### src/rtl/dds_pkg.sv
// Shared types and default widths for the dds core and its sweep controller.
package dds_pkg;

  localparam int FW_DEF = 8;
  localparam int PW_DEF = 8;

  typedef enum logic {IDLE, RUN} state_e;
  typedef enum logic {UP, DOWN}  dir_e;

endpackage

### src/rtl/dds_dwell_timer.sv
// Dwell counter: counts while enabled, terminal count when it reaches dwell, then wraps to 0.
module dds_dwell_timer #(
  parameter int DW = 16
) (
  input  logic          clk,
  input  logic          rstn,
  input  logic          clr,
  input  logic          en,
  input  logic [DW-1:0] dwell,
  output logic          tc
);

  logic [DW-1:0] cnt;

  assign tc = en && (cnt == dwell);

  always_ff @(posedge clk or negedge rstn) begin
    if (!rstn)            cnt <= '0;
    else if (clr || tc)   cnt <= '0;
    else if (en)          cnt <= cnt + 1'b1;
  end

endmodule

### src/rtl/dds_sweep_ctrl.sv
// Frequency-sweep sequencer driving the dds control word inputs (f_word, p_word, sel, amp, ena).
module dds_sweep_ctrl
  import dds_pkg::*;
#(
  parameter int FW = FW_DEF,
  parameter int PW = PW_DEF,
  parameter int DW = 16
) (
  input  logic          clk,
  input  logic          rstn,
  input  logic          start,
  input  logic          abort,
  input  logic          loop_mode,
  input  logic [FW-1:0] cfg_f_start,
  input  logic [FW-1:0] cfg_f_stop,
  input  logic [FW-1:0] cfg_f_step,
  input  logic [DW-1:0] cfg_dwell,
  input  logic [PW-1:0] cfg_p_word,
  input  logic [1:0]    cfg_sel,
  input  logic [1:0]    cfg_amp,
  output logic          wave_ena,
  output logic [1:0]    wave_sel,
  output logic [1:0]    wave_amp,
  output logic [FW-1:0] f_word,
  output logic [PW-1:0] p_word,
  output logic          busy,
  output logic          done,
  output logic          step_tick
);

  typedef struct packed {
    logic [FW-1:0] f_start;
    logic [FW-1:0] f_stop;
    logic [FW-1:0] f_step;
    logic [DW-1:0] dwell;
    logic          loop;
    dir_e          dir;
  } cfg_t;

  state_e        state_q, state_d;
  cfg_t          cfg_q, cfg_d;
  logic          ena_d, busy_d, done_d, tick_d;
  logic [1:0]    sel_d, amp_d;
  logic [FW-1:0] f_d;
  logic [PW-1:0] p_d;
  logic          tmr_clr, tmr_en, tmr_tc;

  logic [FW-1:0] step_eff;
  logic [FW:0]   nxt_up, nxt_dn;
  logic          clamp_up, clamp_dn;

  dds_dwell_timer #(.DW(DW)) u_dwell (
    .clk   (clk),
    .rstn  (rstn),
    .clr   (tmr_clr),
    .en    (tmr_en),
    .dwell (cfg_q.dwell),
    .tc    (tmr_tc)
  );

  // Next word carries one extra bit so overflow/underflow clamps to f_stop instead of wrapping.
  assign step_eff = (cfg_q.f_step == '0) ? {{(FW-1){1'b0}}, 1'b1} : cfg_q.f_step;
  assign nxt_up   = {1'b0, f_word} + {1'b0, step_eff};
  assign nxt_dn   = {1'b0, f_word} - {1'b0, step_eff};
  assign clamp_up = nxt_up >= {1'b0, cfg_q.f_stop};
  assign clamp_dn = nxt_dn[FW] || (nxt_dn[FW-1:0] <= cfg_q.f_stop);

  assign tmr_en  = (state_q == RUN) && !abort;
  assign tmr_clr = !tmr_en;

  always_comb begin
    state_d = state_q;
    cfg_d   = cfg_q;
    ena_d   = wave_ena;
    busy_d  = busy;
    sel_d   = wave_sel;
    amp_d   = wave_amp;
    f_d     = f_word;
    p_d     = p_word;
    done_d  = 1'b0;
    tick_d  = 1'b0;
    case (state_q)
      IDLE: begin
        if (start && !abort) begin
          state_d       = RUN;
          cfg_d.f_start = cfg_f_start;
          cfg_d.f_stop  = cfg_f_stop;
          cfg_d.f_step  = cfg_f_step;
          cfg_d.dwell   = cfg_dwell;
          cfg_d.loop    = loop_mode;
          cfg_d.dir     = (cfg_f_start <= cfg_f_stop) ? UP : DOWN;
          ena_d         = 1'b1;
          busy_d        = 1'b1;
          f_d           = cfg_f_start;
          p_d           = cfg_p_word;
          sel_d         = cfg_sel;
          amp_d         = cfg_amp;
        end
      end
      RUN: begin
        if (abort || (tmr_tc && f_word == cfg_q.f_stop && !cfg_q.loop)) begin
          state_d = IDLE;
          ena_d   = 1'b0;
          busy_d  = 1'b0;
          sel_d   = '0;
          amp_d   = '0;
          f_d     = '0;
          p_d     = '0;
          done_d  = !abort;
        end else if (tmr_tc) begin
          tick_d = 1'b1;
          if (f_word == cfg_q.f_stop)
            f_d = cfg_q.f_start;
          else if (cfg_q.dir == UP)
            f_d = clamp_up ? cfg_q.f_stop : nxt_up[FW-1:0];
          else
            f_d = clamp_dn ? cfg_q.f_stop : nxt_dn[FW-1:0];
        end
      end
      default: state_d = IDLE;
    endcase
  end

  always_ff @(posedge clk or negedge rstn) begin
    if (!rstn) begin
      state_q   <= IDLE;
      cfg_q     <= '0;
      wave_ena  <= 1'b0;
      busy      <= 1'b0;
      wave_sel  <= '0;
      wave_amp  <= '0;
      f_word    <= '0;
      p_word    <= '0;
      done      <= 1'b0;
      step_tick <= 1'b0;
    end else begin
      state_q   <= state_d;
      cfg_q     <= cfg_d;
      wave_ena  <= ena_d;
      busy      <= busy_d;
      wave_sel  <= sel_d;
      wave_amp  <= amp_d;
      f_word    <= f_d;
      p_word    <= p_d;
      done      <= done_d;
      step_tick <= tick_d;
    end
  end

endmodule

### config.mk
export PLATFORM = sky130hd
export DESIGN_NAME = dds_sweep_ctrl
export DESIGN_NICKNAME = d
export VERILOG_FILES = /design/src/rtl/dds_pkg.sv /design/src/rtl/dds_dwell_timer.sv /design/src/rtl/dds_sweep_ctrl.sv
export SDC_FILE = /design/constraint.sdc
export NUM_CORES = 1
export LEC_CHECK = 0
export ABC_AREA = 1
export CORE_UTILIZATION = 58
export CTS_CLUSTER_SIZE = 10
export DETAILED_ROUTE_END_ITERATION = 12
export GPL_TIMING_DRIVEN = 0
export PLACE_DENSITY = 0.85
export SKIP_CTS_REPAIR_TIMING = 1
export SYNTH_ARGS = -nofsm -noshare
export SYNTH_HDL_FRONTEND = slang
export SYNTH_SLANG_ARGS = --single-unit
export TNS_END_PERCENT = 1
### constraint.sdc
create_clock -name clk -period 6.3 [get_ports clk]
set_input_delay 0.945 -clock clk [delete_from_list [all_inputs] [get_ports clk]]
set_output_delay 0.945 -clock clk [all_outputs]
set_load 0.05 [all_outputs]
==> results.cfg <==
[cts]
root_buffer = clkbuf_8
clk_latency_ns = 0.36
clockBufferDepth = 2
clkTransAtPathRegs_ns = 0.09
cts_max_level = 3
cts_made_buffers = 9
cts_tree = yes
numClockSinks = 82

[synthesis]
synth_area_um2 = 5380
synthDistinctLibCells = 49
syn-num-nets = 790
synthFlopType = dfrtp_1
yosysWarnings = 0
yosys.area.top_type_share = 0.381
postSynthCellCount = 690
synth_top_area_cell = dfrtp_1
yosys-top-cells-area = dfrtp_1 (38%), nand2_1 (14%), ha_1 (9.5%), inv_1 (4.8%), a21oi_1 (4.4%)
ys_async_sr_fraction = 1.00
avgSynthCellArea_um2 = 7.80
synth_edf_count = 0
synth_seq_cells = 82
ys_seq_area_frac = 0.381

[drt]
dr.pass1.iters = 12
ant_nets = 0
wl_met1_um = 6030
route.met3.wl_um = 980
first_iter_violations = 332
routedWlPerCell_um = 16.7
drc_errors = 1
top_layer = met4
vias = 5120
wirelength_um = 15000
vias_per_cell = 5.72
dr_wl_met2_um = 7320

[timing]
setup_tns_ns = 0
fin_crit_ns = 3.90
fmax_mhz = 257
period_share = 0.618
setup-violations-final = 0
rsz0062_at_grt = false
finalMaxSlewViolations = 0
finClkSkew_ns = 0.0126
max_slew_margin = 0.601
tightest_slew_ns = 0.598
hold_violations = 0

[grt]
grtUsageTotal = 0.328
antenna_found_initial = 0
grt_max_degree = 66
grt_overflow_total = 0
grt_pass1_vias = 5271
grt_first_pass_wirelength_um = 25000

[critical_path]
critPathArrivalTime_ns = 4.15
worst-path-max-fanout = 9
end_kind = flip-flop
critical-path-top-delay-family = simple AND/OR/NAND/NOR gates
crit_chain = nor4_1, a41o_1, ha_1, fa_1, nand3_1, nand2_1, xor2_1, ha_1, nand2_1, inv_1, nand2_1, nand3_1, nand2_1, nand2_1, nand2_1, nand3_2, nand2_1, nand3_1, nand2_1, nand2_1, nand2_1, a21oi_1
cp.required_ns = 6.55
max_stage_delay_ns = 0.49
crit_path_start_kind = flip-flop
crit_slowest_cell = dfrtp_1
r2r_setup_slack_ns = 2.40
criticalPathCategory = flip-flop to flip-flop
crit_buf_inv = 1
crit_path_frequent_cell = nand2_1

[power_and_ir_drop]
internal_power_w = 0.00133
ir_drop_mv = 0.209
p_leak_nw = 3.22
cellPowerDensity_nw_per_um2 = 380
combPwrFrac = 0.545
p_switching_w = 0.00116
pwr-share-clk = 0.174
swShare = 0.467
power_frac_seq = 0.281

[layout]
nets = 882
areaGrowthSynthToFinish_pct = 22.1
final_util = 0.743
diodes = 0
fillers = 643
fin_area_um2 = 6570
drive_gt1_frac = 0.0712

[flow_run]
drv_cap = 0

[die]
dieArea_um2 = 9670
num_rows = 34
coreArea_um2 = 8850
initial_core_util = 0.608
die_x_um = 98.3
ios = 81
fp.dieH_um = 98.3

[outcome]
violations = design-rule violations
status = finished with violations

[min_path]
hp-class = primary input to asynchronous set/reset pin

[placement]
routabilityCongestion = 0.882
dpl-instance-area_um2 = 6340
io_buffers = 80
dpl.hpwl_um = 11300
==> cell usage after synthesis (2+ instances only) <==
master and number:
a21oi_1 47, a22o_1 9, a22o_2 3, and2_1 2, buf_1 2, buf_2 3
buf_4 3, buf_6 2, clkbuf_1 13, clkinv_1 2, dfrtp_1 82, fa_1 2
ha_1 41, inv_1 69, inv_2 5, nand2_1 205, nand2_2 3, nand2_4 2
nand3_1 38, nand3_2 2, nand4_1 17, nor2_1 39, nor2_2 4, nor3_1 8
nor3_2 4, nor3b_1 3, nor4_1 2, o21a_1 3, o21ai_0 27, o21ai_2 2
xnor2_1 21, xor2_1 8
==> power by group through the flow <==
stage | Sequential (W) | Combinational [W] | Clock, W
3_3_place_gp | 0.000703 | 0.00130 | 0
3_5_place_dp | 0.000707 | 0.00134 | 0
6_report | 0.000702 | 0.00136 | 0.000435
4_1_cts | 0.000699 | 0.00135 | 0.000432
2_1_floorplan | 0.000769 | 0.000870 | 0
5_1_grt | 0.000710 | 0.00153 | 0.000456
==> flip-flops by register name (all words and copies together), names as in the netlist, 2 cells and up <==
| signal | count |
|---|---|
| wave_amp | 2 |
| p_word | 8 |
| cfg_q | 42 |
| u_dwell.cnt | 16 |
| wave_sel | 2 |
| f_word | 8 |
==> layout make-up <==
cell class                 count  area [um^2]  share of cell area
buffer                        23          116              0.0177
clock buffer                  11          141              0.0215
clock inverter                 5         85.1              0.0129
inverter                      76          285              0.0434
multi-input combinational    509         2930               0.446
sequential                    82         2050               0.312
tap                          108          135              0.0206
timing repair buffer          81          826               0.126
==> worst register-to-register path, cell delays in order, from the launching register on <==
cell and delay [ns]:
dfrtp_1 0.49, nor4_1 0.33, a41o_1 0.27, ha_1 0.26, fa_1 0.28, nand3_1 0.10, nand2_1 0.10, xor2_1 0.30
ha_1 0.31, nand2_1 0.11, inv_1 0.05, nand2_1 0.06, nand3_1 0.07, nand2_1 0.06, nand2_1 0.04, nand2_1 0.23
nand3_2 0.23, nand2_1 0.12, nand3_1 0.08, nand2_1 0.10, nand2_1 0.08, nand2_1 0.08, a21oi_1 0.06
==> per-layer routing <==
| layer | up-vias | global-route usage |
|---|---|---|
| met4 | 0 | 0.132 |
| li1 | 2436 | - |
| met3 | 50 | 0.0494 |
| met2 | 228 | 0.574 |
| met1 | 2406 | 0.408 |
| met5 | - | 0 |
==> cells by family (layout without fill, tap and decap cells) <==
kind of cell	after synthesis	count (layout)	synth area share
XOR/XNOR	29	29	0.0472
adder cells (fa/ha/maj)	43	43	0.103
buffers and inverters	99	196	0.0746
flip-flops	82	82	0.381
AO/OA/AOI/OAI	100	100	0.111
AND/OR/NAND/NOR	337	337	0.283
==> metrics by stage <==
step	setup slack (ns)	power [W]	std cells	hold slack [ns]
6_report	2.40	0.00250	895	0.442
3_5_place_dp	2.51	0.00204	879	0.459
5_1_grt	2.07	0.00270	895	0.456
2_1_floorplan	3.21	0.00164	690	0.443
3_3_place_gp	1.46	0.00201	878	0.455
4_1_cts	2.46	0.00248	895	0.452
==> worst paths after layout <==
check	start	endpoint	cells after the start
setup / recovery	cfg_q[19]	f_word[5]	22
hold / removal	rstn	cfg_q[39]	1
setup reg to reg	cfg_q[19]	f_word[5]	22
hold reg to reg	cfg_q[37]	cfg_q[37]	2
max in group asynchronous	rstn	cfg_q[33]	2
min in group clk	cfg_q[37]	cfg_q[37]	2
==> placed cells by master, fill, tap and decap left out, drive strengths merged, types with 2 or more instances in the layout <==
master         instances
a21oi                 47
o21a                   3
buf                   12
ha                    41
dfrtp                 82
nor4                   2
xnor2                 21
and2                   2
nor2                  45
inv                   75
bufinv                 2
nor3b                  3
fa                     2
nand4                 18
o21ai                 30
clkbuf                24
nand3                 41
nand2                210
xor2                   8
nor3                  12
clkdlybuf4s50         79
clkinv                 3
a22o                  12
No activity file was read; power rests on OpenSTA's default activity.
